<file path="config.mk">
export PLATFORM = sky130hd
export DESIGN_NAME = tile_scheduler
export DESIGN_NICKNAME = d
export VERILOG_FILES = /design/src/rtl/tile_scheduler.sv
export SDC_FILE = /design/constraint.sdc
export NUM_CORES = 1
export LEC_CHECK = 0
export CELL_PAD_IN_SITES_DETAIL_PLACEMENT = 0
export CELL_PAD_IN_SITES_GLOBAL_PLACEMENT = 1
export CORE_ASPECT_RATIO = 1.2
export CORE_MARGIN = 4
export CORE_UTILIZATION = 44
export CTS_CLUSTER_SIZE = 40
export DETAILED_ROUTE_END_ITERATION = 12
export PLACE_DENSITY_LB_ADDON = 0.1
export SYNTH_ARGS = -nofsm -noshare
export SYNTH_HDL_FRONTEND = slang
export SYNTH_SLANG_ARGS = --single-unit
</file>
<file path="constraint.sdc">
create_clock -name clk -period 4.3 [get_ports clk]
set_clock_uncertainty 0.1 [all_clocks]
set_input_delay 0.86 -clock clk [delete_from_list [all_inputs] [get_ports clk]]
set_output_delay 0.86 -clock clk [all_outputs]
set_load 0.03 [all_outputs]
</file>
<file path="src/rtl/tile_scheduler.sv">
// rtl/tile_scheduler.sv - falling-tile position owner and tile-drawer handshake driver
module tile_scheduler #(
  parameter int unsigned TICK_DIV = 833333,
  parameter int          STEP     = 1,
  parameter int          LANE_W   = 40,
  parameter int          BAND_H   = 30,
  parameter int          SCREEN_H = 120,
  parameter logic [7:0]  SEED     = 8'hA5
) (
  input  logic       clk,
  input  logic       reset,
  input  logic       go,
  input  logic       halt,
  input  logic       draw_done,
  output logic       draw_start,
  output logic [7:0] x1,
  output logic [7:0] x2,
  output logic [7:0] x3,
  output logic [7:0] x4,
  output logic [6:0] y1,
  output logic [6:0] y2,
  output logic [6:0] y3,
  output logic [6:0] y4,
  output logic       busy,
  output logic       wrapped,
  output logic [1:0] wrap_lane,
  output logic       tick_overrun
);

  typedef enum logic [2:0] {IDLE, INIT, START, WAIT_DONE, WAIT_TICK, UPDATE} state_t;

  localparam logic [7:0]  SEED_EFF  = (SEED == 8'h00) ? 8'h01 : SEED;
  localparam logic [23:0] TICK_LAST = 24'(TICK_DIV - 1);

  state_t          state_q, state_d;
  logic [7:0]      lfsr_q, lfsr_d;
  logic [23:0]     cnt_q, cnt_d;
  logic            pending_q, pending_d;
  logic [3:0][7:0] x_q, x_d;
  logic [3:0][6:0] y_q, y_d;
  logic [3:0][7:0] sum;
  logic            draw_start_q, draw_start_d;
  logic            busy_q, busy_d;
  logic            wrapped_q, wrapped_d;
  logic [1:0]      wrap_lane_q, wrap_lane_d;
  logic            tick_overrun_q, tick_overrun_d;
  logic            tick;

  function automatic logic [7:0] lane_x(input logic [1:0] lane);
    return 8'(int'(lane) * LANE_W);
  endfunction

  always_comb begin
    state_d     = state_q;
    lfsr_d      = {lfsr_q[6:0], lfsr_q[7] ^ lfsr_q[5] ^ lfsr_q[4] ^ lfsr_q[3]};
    tick        = (state_q != IDLE) && (cnt_q == TICK_LAST);
    cnt_d       = (state_q == IDLE || tick) ? 24'd0 : cnt_q + 24'd1;
    x_d         = x_q;
    y_d         = y_q;
    wrapped_d   = 1'b0;
    wrap_lane_d = wrap_lane_q;
    for (int k = 0; k < 4; k++) sum[k] = {1'b0, y_q[k]} + 8'(STEP);

    case (state_q)
      IDLE: if (go) state_d = INIT;
      INIT: begin
        for (int k = 0; k < 4; k++) begin
          y_d[k] = 7'(k * BAND_H);
          x_d[k] = lane_x(lfsr_q[2*k +: 2]);
        end
        state_d = START;
      end
      START: state_d = WAIT_DONE;
      WAIT_DONE: if (draw_done) state_d = halt ? IDLE : WAIT_TICK;
      WAIT_TICK: begin
        if (halt) state_d = IDLE;
        else if (pending_q || tick) state_d = UPDATE;
      end
      UPDATE: begin
        // Every wrapping tile shares the same lane draw, so one wrap_lane covers them all.
        for (int k = 0; k < 4; k++) begin
          if (sum[k] >= 8'(SCREEN_H)) begin
            y_d[k]    = 7'(sum[k] - 8'(SCREEN_H));
            x_d[k]    = lane_x(lfsr_q[1:0]);
            wrapped_d = 1'b1;
          end else begin
            y_d[k] = sum[k][6:0];
          end
        end
        if (wrapped_d) wrap_lane_d = lfsr_q[1:0];
        state_d = START;
      end
      default: state_d = IDLE;
    endcase

    tick_overrun_d = tick && pending_q;
    pending_d      = pending_q || tick;
    if (state_d == UPDATE || state_q == IDLE) pending_d = 1'b0;
    draw_start_d   = (state_d == START);
    busy_d         = (state_d != IDLE);
  end

  always_ff @(posedge clk or posedge reset) begin
    if (reset) begin
      state_q        <= IDLE;
      lfsr_q         <= SEED_EFF;
      cnt_q          <= '0;
      pending_q      <= 1'b0;
      x_q            <= '0;
      y_q            <= '0;
      draw_start_q   <= 1'b0;
      busy_q         <= 1'b0;
      wrapped_q      <= 1'b0;
      wrap_lane_q    <= 2'd0;
      tick_overrun_q <= 1'b0;
    end else begin
      state_q        <= state_d;
      lfsr_q         <= lfsr_d;
      cnt_q          <= cnt_d;
      pending_q      <= pending_d;
      x_q            <= x_d;
      y_q            <= y_d;
      draw_start_q   <= draw_start_d;
      busy_q         <= busy_d;
      wrapped_q      <= wrapped_d;
      wrap_lane_q    <= wrap_lane_d;
      tick_overrun_q <= tick_overrun_d;
    end
  end

  assign {x4, x3, x2, x1} = x_q;
  assign {y4, y3, y2, y1} = y_q;
  assign draw_start   = draw_start_q;
  assign busy         = busy_q;
  assign wrapped      = wrapped_q;
  assign wrap_lane    = wrap_lane_q;
  assign tick_overrun = tick_overrun_q;

endmodule
</file>
Yosys cells after proc, flatten, opt, wreduce, memory -nomap -nowiden --
Cells that the tools add are included.
Cells by class: $add $sub $neg 9, multiply operators 4, order comparisons 4, eq/ne operators 12, muxes and demuxes 24, bitwise operators 3, reduce and logical (&&, ||, !) cells 15
Operators by type and width (number):
- $pmux 32 s2 | 1
- $pmux 28 s2 | 1
- $add 7x1->8 const B | 4
- $ge 8x7->1 const B | 4
- $mux 8 | 4
- $mux 7 | 4
- $sub 7x7->7 const B | 4
- $add 24x1->24 const B | 1
- $eq 24x20->1 const B | 1
- $mux 24 | 1
- $mul 2x3->5 const B | 4
- $mux 3 | 5
- $pmux 3 s5 | 1
- $reduce_and 2->1 | 5
- $eq 3x2->1 const B | 3
- $eq 3x3->1 const B | 3
- $ne 2x2->1 const B | 4
- $mux 1 | 7
- $reduce_bool 3->1 | 2
- $eq 3x1->1 const B | 1
- $logic_not 3->1 | 1
- $logic_or 1x1->1 | 3
- $xor 1x1->1 | 3
- $logic_and 1x1->1 | 2
- other kinds (2) | 2
Storage, ports and cells: register bits after elaboration 102, input bits 5, word-level logic and storage cells 88

Logic depth before layout (Yosys ltp) --
Gate-level depths: netlist of run 1.
depth after elaboration 9, depth in mapped cells 9

Worst setup path before layout of run 1 --
OpenSTA, ideal clock, no wires.
path kind reg2reg, start reg y_q (netlist bit y3[0]), end reg wrap_lane_q[0] (netlist: wrap_lane[0]), library setup time 125 ps, arrival 2013 ps, data required time 4075 ps, path slack 2062 ps, cell stages (with the launch flop) 7, period minus slack after synthesis 2238 ps, cell sequence dfrtp_1 -> ha_1 -> nand2_1 -> a32o_1 -> o21bai_2 -> a41o_1 -> mux2_4
Between the ends: longest elaborated chain between the ends 6
RTL lines:
- from (decl) | RTL line 40 | logic [3:0][6:0] y_q, y_d;
- from (signal assigned) | RTL line 122 | y_q <= y_d;
- $add 7x1->8 | RTL line 62 | for (int k = 0; k < 4; k++) sum[k] = {1'b0, y_q[k]} + 8'(STEP);
- $ge 8x7->1 | RTL line 82 | if (sum[k] >= 8'(SCREEN_H)) begin
- $mux 1 (2 in a row) | RTL line 82
- $mux 1 | RTL line 64 | case (state_q)
- $reduce_and 2->1 (no line)
- to (signal assigned) | RTL line 126 | wrap_lane_q <= wrap_lane_d;
- to (decl) | RTL line 45 | logic [1:0] wrap_lane_q, wrap_lane_d;
No other way between the ends. The select of a mux whose other input is x is not followed. A chain may end at the register's enable or synchronous reset.

Worst setup path in the final report of run 1 --
start reg y_q (netlist bit y4[3]), end out y4[3]
RTL lines:
- to (decl) | RTL line 23 | output logic [6:0] y4,
No word-level cell between the ends.

==> impl.org, run 1 <==
** CTS
- Number of clock sinks seen by CTS :: 78
- In this run the deepest clock path goes through 2 buffers.
- Reg clk slew, reported paths :: 60 ps
- The clock reaches the later pin of the worst-skew pair after 330 ps.
- After clock tree synthesis, the setup repair step added 0 buffers.
- Clock tree from TritonCTS :: done
- CTS Root Buffer Type :: sky130_fd_sc_hd__clkbuf_16
- Gates resized during post-CTS repair numbered 0.
- After clock tree synthesis, the flow added hold-fix buffers numbering 0.
- The clock tree synthesis step divided the H-tree into 3 levels.
- Counting the buffers created by CTS gives 9.

** Hold path
- The worst hold path belongs to the class reg2reg.
- Counting instances, the worst hold path has a depth of 0.

** Detailed routing
- Wires add up to 10430 microns.
- The first routing iteration left 178 violations.
- First drt pass iteration count :: 4
- Wire segments on met2 add up to 5253 microns in the final route.
- In the detailed route, the total length drawn on met3 is 269 microns.
- Top Layer Used :: met4
- Via-to-Cell Ratio :: roughly 5.5
- Post-route met1 wirelength :: 4717 microns
- Drc violations :: 0
- The count of nets left with antenna violations once routing finished came out at 0.
- In the final routed layout, each cell accounts on average for 16.51 microns.
- Detailed routing inserted a total of approximately 3500 vias.

** Setup path
- The critical path starts at y4[3].
- Startpoint type of the worst setup path :: register
- Crit Reg-Reg Startpoint :: state_q[1]
- The slowest stage of the critical path is the sky130_fd_sc_hd__clkdlybuf4s50_1 cell.
- Delay contributed by the slowest stage of the critical path :: 760 ps
- The endpoint identified for the worst register-to-register timing path is wrap_lane[1].
- Cell chain of the critical path :: clkdlybuf4s50_1
- On the critical path the largest part of the delay comes from buffers and inverters.
- The setup check on the worst reg-to-reg path leaves a slack of roughly 1900 ps.
- Of all nets on the critical path, the largest fanout is 11.
- STA puts the critical path data arrival time at 1670 ps.
- Critical Path Sink Type :: output pin
- For the worst flop-to-flop path, the logic depth is 6.
- Following the worst setup path forward leads to its endpoint at y4[3].
- The worst setup path is of the reg2out kind.
- For the worst setup path, the data required time is 3340 ps.
- Bufs and invs on worst path :: 1
- Number of cells on the critical path :: 1

** Global routing
- After global routing the overflow that remains totals 0.
- Vias in the first global route :: 3474
- In the global route stage, overall resource usage came out at 18.67%.
- Initial antenna violation count :: 0
- The first global-routing pass estimated 17690 microns of wire.
- Maximum number of pins on one net before global-route repair :: 79

** Placed design
- Once placement completed, the tool counted placed cells totaling 616.
- During placement, the flow inserted port buffers numbering 54.
- RD Place Congestion :: just under 0.8
- Detailed placement ended at an HPWL of about 7100 microns.
- Pre-CTS setup slack :: 1841 ps

** Timing
- The max-slew violation count came to 0.
- Setup total negative slack :: 0 ps
- Tightest slew margin relative to the limit :: 33.73%
- Setup repair after global routing left no endpoint under its margin.
- Peak Freq :: 0.3798 GHz
- Setup violations remaining at the end of the flow were counted as 0.
- The final number of hold-violating endpoints was 0.
- Smallest setup slack after layout :: 1667 ps
- After layout, the worst path uses 61.23% of the clock period.
- Clock period minus final worst setup slack :: 2633 ps
- For the pin with the worst max-slew slack, the measured transition is 994.1 ps.

** Power and ir drop
- For this design the total switching power over the nets is between 1 and 1.5 mW.
- Portion of total power attributed to sequential cells :: 36.1%
- Leak :: 2.305 nW
- Switching share of power :: about two fifths
- The clock network is responsible for around 28% of the overall power.
- For this design the ratio of total power to cell area is 537.9 nW/um^2.
- Worst VDD drop :: 0.3033 mV
- The internal power of the cells totals 1.738 mW.
- Combinational logic is responsible for 35.7% of the overall power.

** Finish
- The count of cells in the finished layout, fillers not included, comes to 632.
- Final-stage net count :: approximately 520
- The post-route netlist has 6.680% of its cells at a drive strength greater than 1.
- Antenna diode instance count :: 0
- Synthesis-to-finish area growth :: 18.14%

** Floorplanning
- 71 I/O pins were placed.
- Vertical die dimension :: 117.8 microns
- Effective utilization at floorplan :: 45.77%
- In this run the core area contains 39 standard-cell rows.
- Floorplan die area :: 11720 sq um
- After floorplanning, the core was sized to cover between 9000 and 10000 sq um.
- Die Width :: 99.51 microns

** Job
- Number of violations of the max-capacitance limit :: 0

** Synthesis
- Counting flops with an async set or reset pin after synthesis yields a share of 100.0%.
- Synth Register Bits :: 78
- After synthesis, the largest family of logic cells by area is simple AND/OR/NAND/NOR gates.
- Summing the areas of all fa, ha and maj instances in the mapped netlist gives slightly below 4% of the synthesized area.
- Post-synthesis instance area :: 4422 sq um
- Mux share of post-synthesis cell area :: about 3.5%
- The synthesized netlist devotes 14.88% of its cell area to compound gates.
- Xor/xnor cell area share of the yosys netlist :: 6.933%
- A synthesized cell averages 9.448 sq um.
- Main synth FF type :: sky130_fd_sc_hd__dfrtp_1
- Unique cell type count in the Yosys netlist :: 61
- For this run, the number of Yosys warnings is 0.
- Cells after synthesis :: 468
- For this run, the register share of the synthesized area comes to 44.26%.
- After Yosys synthesis, and, or, nand and nor cells account for 18.53% of the synthesized area.
- Number of enable flip-flop cells after synthesis :: 0

** Run status
- The flow ran to the end, and the final reports show no timing, DRC or antenna violations.
-- flip-flops by register name (all words and copies together) (netlist names), 2 cells and up --
name / count
y1: 7
x3: 2
cnt_q: 24
wrap_lane: 2
x4: 2
y3: 7
x2: 2
y4: 7
y2: 7
x1: 2
state_q: 3
lfsr_q: 8
-- cells in the mapped netlist (all sizes together), types with 2 or more instances --
cell type,instances,area share (%)
nor3,3,0.34
o31ai,4,0.68
buf,37,5.6
and4,3,0.59
or3,2,0.40
clkbuf,10,0.85
and3,7,0.99
and2,11,1.6
ha,14,4.0
inv,17,1.4
a31oi,7,0.99
nand4,14,2.0
nor4b,3,0.74
a211o,2,0.40
a21oi,26,2.9
xnor2,17,3.4
xor2,18,3.6
mux2,5,1.4
a22o,2,0.40
a32o,2,0.45
o2111ai,2,0.40
mux2i,9,2.0
dfstp,4,2.4
dfrtp,74,42
o21bai,3,0.59
o31a,2,0.40
nand3,21,2.4
a2bb2oi,5,0.99
nor2,38,3.2
nand3b,3,0.51
o22ai,11,1.6
nor3b,2,0.34
o21ai,19,2.2
nor4,2,0.28
o211ai,5,0.85
nand2b,7,0.99
nand2,45,3.9
-- cell type report --
class | instances | area, sq um
Tap cell | 123 | 153.9
Timing Repair Buffer | 57 | 563.0
Fill cell | 874 | 4438
Inverter | 17 | 63.81
Clock buffer | 10 | 229.0
Clock inverter | 6 | 83.83
Sequential cell | 78 | 1957
Multi-Input combinational cell | 341 | 2173
-- layout by cell type, fill, tap and decap left out, types with 9 or more instances in the layout --
master | Yosys | final
sky130_fd_sc_hd__a21oi_1 | 26 | 26
sky130_fd_sc_hd__o21ai_0 | 13 | 13
sky130_fd_sc_hd__nand4_1 | 14 | 14
sky130_fd_sc_hd__xnor2_1 | 17 | 17
sky130_fd_sc_hd__conb_1 | 1 | 16
sky130_fd_sc_hd__o22ai_1 | 11 | 11
sky130_fd_sc_hd__and2_1 | 10 | 10
sky130_fd_sc_hd__clkbuf_16 | 0 | 9
sky130_fd_sc_hd__clkdlybuf4s50_1 | 0 | 54
sky130_fd_sc_hd__nor2_1 | 38 | 38
sky130_fd_sc_hd__nand3_1 | 21 | 21
sky130_fd_sc_hd__nand2_1 | 44 | 44
sky130_fd_sc_hd__mux2i_1 | 9 | 9
sky130_fd_sc_hd__dfrtp_1 | 74 | 74
sky130_fd_sc_hd__inv_1 | 16 | 15
sky130_fd_sc_hd__xor2_1 | 18 | 18
sky130_fd_sc_hd__ha_1 | 14 | 14
-- cell families after synthesis --
group           Yosys count
fa+ha+maj                14
buf+inv                  64
other cells               1
flops                    78
mux                      14
xor+xnor                 35
compound gates           99
simple gates            163
-- how the worst min path moves through the flow --
| stage | startpoint | endpoint | slack, ps |
|---|---|---|---|
| after CTS | lfsr_q[2] | lfsr_q[3] | 300 |
| after floorplan | lfsr_q[6] | lfsr_q[7] | 260 |
| final | lfsr_q[2] | lfsr_q[3] | 300 |
| after detailed placement | lfsr_q[6] | lfsr_q[7] | 290 |
| after global placement | lfsr_q[2] | lfsr_q[3] | 290 |
| after global routing | lfsr_q[2] | lfsr_q[3] | 300 |
-- power groups by stage --
stage          clock network [mW]  logic, mW  registers [mW]
2_1_floorplan                   0      0.603            1.12
3_3_place_gp                    0      0.999            1.02
3_5_place_dp                    0       1.00            1.02
4_1_cts                     0.820       1.01            1.01
5_1_grt                     0.852       1.11            1.04
6_report                    0.795       1.00            1.01
-- per-layer routing --
layer  GRT usage, %  up-vias
met1          24.46     1734
li1               -     1680
met3          2.430       14
met5              0        -
met4          8.454        0
met2          30.50       70
-- per-stage QoR --
step / utilization [%] / hold WS, ps / area (sq um) / power [mW]
after floorplan: - / 255.3 / 4478 / 1.724
final: 54.07 / 302.5 / 5224 / 2.810
after detailed placement: 50.83 / 293.9 / 4911 / 2.029
after global routing: 54.07 / 304.6 / 5224 / 2.995
after CTS: 54.07 / 301.5 / 5224 / 2.847
after global placement: 50.83 / 291.1 / 4911 / 2.019
Note: power is estimated with default switching activity, not from simulation.
==> run 2, diff against run 1 <==
--- a/config.mk
+++ b/config.mk
@@ -9,7 +9,7 @@
 export CELL_PAD_IN_SITES_GLOBAL_PLACEMENT = 1
 export CORE_ASPECT_RATIO = 1.2
 export CORE_MARGIN = 4
-export CORE_UTILIZATION = 44
+export CORE_UTILIZATION = 41
 export CTS_CLUSTER_SIZE = 40
 export DETAILED_ROUTE_END_ITERATION = 12
 export PLACE_DENSITY_LB_ADDON = 0.1
==> constraint.sdc (replaced) <==
create_clock -name clk -period 2.6 [get_ports clk]
set_clock_uncertainty 0.1 [all_clocks]
set_input_delay 0.52 -clock clk [delete_from_list [all_inputs] [get_ports clk]]
set_output_delay 0.52 -clock clk [all_outputs]
set_load 0.03 [all_outputs]
==> impl.org, run 2 (synthesis gave the netlist of run 1 again) <==
** Run status
- The flow ran to the end, and the final reports show no timing, DRC or antenna violations.

** Global routing
- Maximum number of pins on one net before global-route repair :: 34
- For this run the aggregate overflow at the end of global routing stands at 0.
- The number of global-route vias before repair was 3496.
- First-pass GRT wire length :: 17660 microns
- Global-route total usage across every layer :: 18.00%
- The number of antenna violations at the first check in global routing was 0.

** Setup path
- In this design, the largest share of critical-path delay is due to buffers and inverters.
- CP Data Arrival Time :: roughly 1600 ps
- By startpoint and endpoint, the worst setup path is classified as reg2out.
- Cell chain of the critical path :: clkdlybuf4s50_1
- Worst Reg-to-Reg Cells :: 6
- Counting both buffers and inverters, the worst setup path holds a total of 1.
- Startpoint type of the worst setup path :: register
- The largest individual stage delay along the critical path comes from the cell sky130_fd_sc_hd__clkdlybuf4s50_1.
- Of all nets on the critical path, the largest fanout is 10.
- In this design, the stage delay of the slowest critical-path cell is ~740 ps.
- Number of cells on the critical path :: 1
- STA classifies the critical path endpoint as an output pin.
- Required arrival time at the worst endpoint :: just under 2000 ps

** Timing
- Headroom to the max-slew limit came out at 59.14%.
- Setup total negative slack :: 0 ps
- The max-slew violation count was 0.
- Final hold analysis gives a worst-case slack of 295.0 ps.
- Derived from the worst setup path, the maximum achievable clock frequency is 0.4454 GHz.
- The worst path in the final design needs a cycle of 2245 ps, including I/O delays and setup.
- Worst Tran Pin Value :: 610.7 ps
- RSZ-0062 raised after global routing :: no
- Setup slack on the critical path of the routed design comes to 354.7 ps.
- Final count of negative-setup-slack endpoints :: 0
- The final number of hold-violating endpoints came to 0.
- Dividing the final minimum period by the clock period gives 86.36%.

** Finish
- The largest registers in the layout are cnt_q: 24 flops, lfsr_q: 8 flops.
- Most flops, register :: cnt_q
- Synthesis-to-finish area growth :: 20.49%
- Total non-filler cell area in the finished layout :: 5328 sq um
- Of the cells placed in the final design, the portion with a size suffix greater than 1 is 7.752%.
- Final design utilization :: 50.66%
- The library cell used most frequently in the layout, excluding fill and tap cells, is sky130_fd_sc_hd__dfrtp_1.
- After the flow finishes, the layout carries non-filler instances totaling 645.
- Antenna diode instance count :: 0
- Flip-flop count of the largest register after layout :: 24
- The top cell types in the final layout, fill and taps aside, are sky130_fd_sc_hd__dfrtp_1 (74), sky130_fd_sc_hd__clkdlybuf4s50_1 (54), sky130_fd_sc_hd__nand2_1 (44), sky130_fd_sc_hd__nor2_1 (38), sky130_fd_sc_hd__a21oi_1 (26).
- Final-stage net count :: 530

** Placed design
- Number of placed instances with taps included :: 629
- Placed wire-length estimate :: 7248 microns
- Before CTS, the worst setup slack after placement is 461.1 ps.
- In this run the tool buffered the top-level ports with 54 buffer cells.
- At the end of routability-driven placement, the weighted congestion stood at roughly 0.8.
- Total cell area at the placement stage :: between 4000 and 5000 sq um

** Floorplanning
- During I/O placement, the number of pins put on the boundary was between 70 and 80.
- For this configuration, the core starts out at a cell density of 42.05%.
- The initialized floorplan defines between 40 and 50 standard-cell rows.
- The floorplan step defined a die boundary enclosing around 13000 sq um.
- Vertical die dimension :: 121.8 microns
- Placeable core region :: 10520 sq um
- The die is 102.8 microns wide.

** Power and ir drop
- Portion of total power attributed to sequential cells :: a little over a third
- Total power draw :: roughly 4.7 mW
- Net switching is 37.39% of the power.
- For this design the static power due to leakage is 2.342 nW.
- The clock network is responsible for between 20% and 30% of the overall power.
- Worst VDD drop :: 0.4413 mV
- In this run, the combinational gates consume a little over a third of the power.
- Dividing total power by cell area gives a power density of 885.1 nW/um^2.
- In this run the power spent charging and discharging nets is roughly 1.8 mW.
- The internal power of the cells totals 2.952 mW.

** Hold path
- The tightest min-delay check is of the reg2reg type.
- Counting instances, the worst hold path has a depth of 0.

** Job
- Max-cap violations in this run came to 0.

** Detailed routing
- Total wire length after detailed routing :: 10480 microns
- Drc violations :: 0
- First drt pass iteration count :: 4
- The routed layout has 3464 vias.
- In this run, the number of DRC markers left after iteration 0 of detailed routing was about 120.
- Detail Route Antenna Nets :: 0
- After detailed routing, the number of vias per cell comes to 5.371.
- In the final routed layout, each cell accounts on average for between 15 and 20 microns.

** CTS
- Number of clock sinks seen by CTS :: 78
- Clock tree from TritonCTS :: done
- Buffers inserted by post-CTS timing repair :: 0
- The clock passes through at most 2 buffers.
- CTS Hold Bufs :: 0
- CTS Root Buffer Type :: sky130_fd_sc_hd__clkbuf_16
- Clock latency on the worst-skew pair, taken at its later pin, is 330 ps.
- Clock-pin slew was measured on the worst setup and hold paths at 60 ps.
- Depth of the CTS H-tree :: 3
- Count of instances resized after the clock tree is built :: 0
- Number of buffers added by the clock tree synthesis step :: 9
run 2: layout make-up:
class / count / area (sq um)
inverters: 17 / 67.56
flip-flops and latches: 78 / 1957
well taps: 129 / 161.4
clock inverters: 3 / 67.56
clock buffers: 13 / 260.3
multi-input cells: 341 / 2173
fillers: 981 / 5189
repair buffers: 64 / 640.6
run 2: routing by layer:
metal / global-route usage (%) / part of all wire [%] / vias up
li1: - / - / 1693
met1: 23.87 / 46 / 1712
met2: 29.64 / 50 / 49
met3: 3.150 / 2.4 / 10
met4: 5.992 / 1.2 / 0
met5: 0 / 0 / -
run 2: path summary, 6_finish.rpt:
path                                      to  slack (ps)  startpoint
worst max-delay path                   y1[3]         350       y1[3]
worst min-delay path               lfsr_q[7]         290   lfsr_q[6]
worst max register to register  wrap_lane[0]         440       y2[0]
worst min register to register     lfsr_q[7]         290   lfsr_q[6]
max in group asynchronous          lfsr_q[7]        1360       reset
min in group asynchronous              y3[2]         470       reset
run 2: power groups by stage:
| stage | clock network (mW) | registers, mW | logic (mW) |
|---|---|---|---|
| after floorplan | 0 | 1.85 | 0.997 |
| after global placement | 0 | 1.67 | 1.70 |
| after detailed placement | 0 | 1.67 | 1.70 |
| after CTS | 1.42 | 1.66 | 1.71 |
| after global routing | 1.46 | 1.70 | 1.86 |
| final | 1.38 | 1.65 | 1.69 |
==> run 3, diff against run 2 <==
--- a/config.mk
+++ b/config.mk
@@ -12,7 +12,7 @@
 export CORE_UTILIZATION = 41
 export CTS_CLUSTER_SIZE = 40
 export DETAILED_ROUTE_END_ITERATION = 12
-export PLACE_DENSITY_LB_ADDON = 0.1
+export PLACE_DENSITY = 0.81
 export SYNTH_ARGS = -nofsm -noshare
 export SYNTH_HDL_FRONTEND = slang
 export SYNTH_SLANG_ARGS = --single-unit
==> impl.org, run 3 (synthesis gave the netlist of run 1 again) <==
** Run status
- The flow ran to the end, and the final reports show no timing, DRC or antenna violations.

** Floorplanning
- The floorplan has 41 rows.
- Placeable core region :: 10520 sq um
- Measured along the y axis, the die boundary spans 121.8 microns.
- The floorplan step set the die width to ~100 microns.
- The floorplan step defined a die boundary enclosing around 13000 sq um.
- For this design the top-level I/O count stands at 71.
- Effective utilization at floorplan :: a little over two fifths

** Finish
- The multi-input combinational cells in the finished layout cover a total of 2173 sq um.
- Most flops, register :: cnt_q
- Largest registers :: cnt_q: 24 flops, lfsr_q: 8 flops
- The repair_antennas step left the layout with diodes totalling 0.
- The sequential cells in the finished layout cover a total of 1957 sq um.
- The library cell used most frequently in the layout, excluding fill and tap cells, is sky130_fd_sc_hd__dfrtp_1.
- The area growth from synthesis to layout is 19.55%.
- Filler instances :: approximately 980
- Of the cells placed in the final design, the portion with a size suffix greater than 1 is 7.558%.
- The net count of the finished layout is 530.
- Flip-flop count of the largest register after layout :: 24
- Most frequent cells in the layout :: sky130_fd_sc_hd__dfrtp_1 (74), sky130_fd_sc_hd__clkdlybuf4s50_1 (54), sky130_fd_sc_hd__nand2_1 (44), sky130_fd_sc_hd__nor2_1 (38), sky130_fd_sc_hd__a21oi_1 (26)

** Setup path
- Critical Path Sink Type :: register
- Reg-to-reg endpoint :: wrap_lane[1]
- Source of the critical timing path :: y4[0]
- Crit path max fanout :: 8
- The worst register-to-register path begins at y4[0].
- CP Data Arrival Time :: about 2400 ps
- Required arrival time at the worst endpoint :: 2710 ps
- Bufs and invs on worst path :: 0
- Worst setup path end :: wrap_lane[1]
- Slowest cell on crit path :: sky130_fd_sc_hd__dfrtp_1
- The worst setup path is of the reg2reg kind.
- Startpoint type of the worst setup path :: register
- Worst Reg-to-Reg Cells :: 6
- For flop-to-flop paths, the worst setup slack is 330 ps.
- Number of cells on the critical path :: 6
- Walking the worst path, the cells encountered are ha_1 > and2_1 > o221ai_2 > nand2_1 > a41o_1 > mux2_4.
- Delay contributed by the slowest stage of the critical path :: 440 ps
- Among cell families on the critical path, the largest total delay comes from compound AO/OA/AOI/OAI gates.

** Global routing
- GRT Residual Overflow :: 0
- The first global-routing pass estimated 17250 microns of wire.
- The number of antenna violations at the first check in global routing is 0.
- Global-route total usage across every layer :: 17.44%
- Maximum number of pins on one net before global-route repair :: 34
- The number of global-route vias before repair was 3547.

** Placed design
- At the end of routability-driven placement, the weighted congestion stood at 0.8621.
- Detailed placement ended at an HPWL of a little over 7000 microns.
- Before CTS, the worst setup slack after placement is about 330 ps.
- Input/output buffers :: 54

** CTS
- Reg clk slew, reported paths :: approximately 50 ps
- Once the clock tree was built, the resizer swapped 0 gates to a different size.
- CTS placed an instance of sky130_fd_sc_hd__clkbuf_16 at the clock tree root.
- The clock reaches the later pin of the worst-skew pair after 340 ps.
- No sink is reached through more buffers than the 2 on the longest clock path.
- The number of clock buffers added by TritonCTS is 9.
- Number of clock sinks seen by CTS :: 78
- In this run, post-CTS hold repair placed 0 buffers.
- TritonCTS built the clock tree.
- Buffers inserted by post-CTS timing repair :: 0
- The H-tree was split into 3 levels.

** Job
- Number of violations of the max-capacitance limit :: 0

** Hold path
- In this run the worst hold path is classified as reg2reg.

** Timing
- Final Hold Vio Count :: 0
- Final cycle utilization of the critical path :: 87.36%
- RSZ-0062 raised after global routing :: no
- Worst Tran Pin Value :: 640.0 ps
- Smallest setup slack after layout :: 328.6 ps
- Setup violations remaining at the end of the flow were counted as 0.
- In this run the tightest slew margin relative to its limit is about 57%.
- The routed design could run at a clock period as short as approximately 2300 ps.
- Worst hold slack across all endpoints :: 294.5 ps
- Final number of max-transition violations :: 0
- Setup total negative slack :: 0 ps
- For this run, the top clock speed supported by timing is 0.4403 GHz.

** Detailed routing
- Detail Route Antenna Nets :: 0
- For this run, design rule violations remaining after detail routing come to 0.
- Using the TritonRoute via totals, the vias-per-cell ratio works out to about 5.5.
- After detailed routing, the average wire length per cell comes to 15.89 microns.
- Count of vias placed by the detailed router :: ~3500
- First drt pass iteration count :: 4
- For this block, the initial DRC count from the detailed router was between 100 and 150.
- Total wire length after detailed routing :: 10250 microns

** Power and ir drop
- IR analysis of the VDD net gives a maximum drop of about 0.47 mV.
- Summed over all cells, the static leakage comes to 2.328 nW.
- Power per cell area :: 857.4 nW/um^2
## run 3: cell count changes in the layout (fill, tap and decap cells not counted), sizes merged
cell | before | now
clkinvlp | 2 | 1
clkbuf | 13 | 14
clkinv | 0 | 2
bufinv | 2 | 0
## run 3: worst reg2reg max path: cells and delay by family, from the launching register on
kind	cells	cell delay, ps
AO/OA/AOI/OAI	2	550
multiplexers	1	310
flip-flops	1	440
adder cells (fa/ha/maj)	1	310
AND/OR/NAND/NOR	2	440
## run 3: how the worst min path moves through the flow
stage / from / to / slack (ps) / cells past startpoint
3_3_place_gp: lfsr_q[6] / lfsr_q[7] / 280 / 0
2_1_floorplan: lfsr_q[6] / lfsr_q[7] / 260 / 0
5_1_grt: lfsr_q[6] / lfsr_q[7] / 300 / 0
4_1_cts: lfsr_q[6] / lfsr_q[7] / 290 / 0
6_report: lfsr_q[6] / lfsr_q[7] / 290 / 0
3_5_place_dp: lfsr_q[6] / lfsr_q[7] / 270 / 0
## run 3: layout make-up
| type | instances | area share (%) |
|---|---|---|
| Sequential cell | 78 | 37.02 |
| Multi-Input combinational cell | 341 | 41.11 |
| Timing Repair Buffer | 64 | 12.36 |
| Tap cell | 129 | 3.053 |
| Clock buffer | 14 | 4.994 |
| Inverter | 17 | 1.278 |
| Clock inverter | 2 | 0.1893 |
## run 3: metal layers
metal / wire (microns) / track usage (%) / vias up / part of all wire (%)
met5: 0 / 0 / - / 0
met4: 242 / 7.773 / 0 / 2.4
met3: 443 / 4.296 / 18 / 4.3
met2: 5113 / 28.27 / 72 / 50
met1: 4448 / 21.87 / 1747 / 43
li1: - / - / 1694 / -
## run 3: power by group
part,switching [mW],internal (mW),total [mW]
registers,0.260,1.40,1.66
clock network,0.473,0.696,1.17
logic,1.03,0.676,1.70
total,1.76,2.77,4.53
## run 3: metrics by stage
step / total power, mW / instances / utilization, % / area (sq um)
after global placement: 3.358 / 629 / 47.66 / 5012
after detailed placement: 3.395 / 629 / 47.66 / 5012
after floorplan: 2.851 / 483 / - / 4482
after global routing: 4.813 / 645 / 50.27 / 5286
after CTS: 4.584 / 645 / 50.27 / 5286
final: 4.533 / 645 / 50.27 / 5286
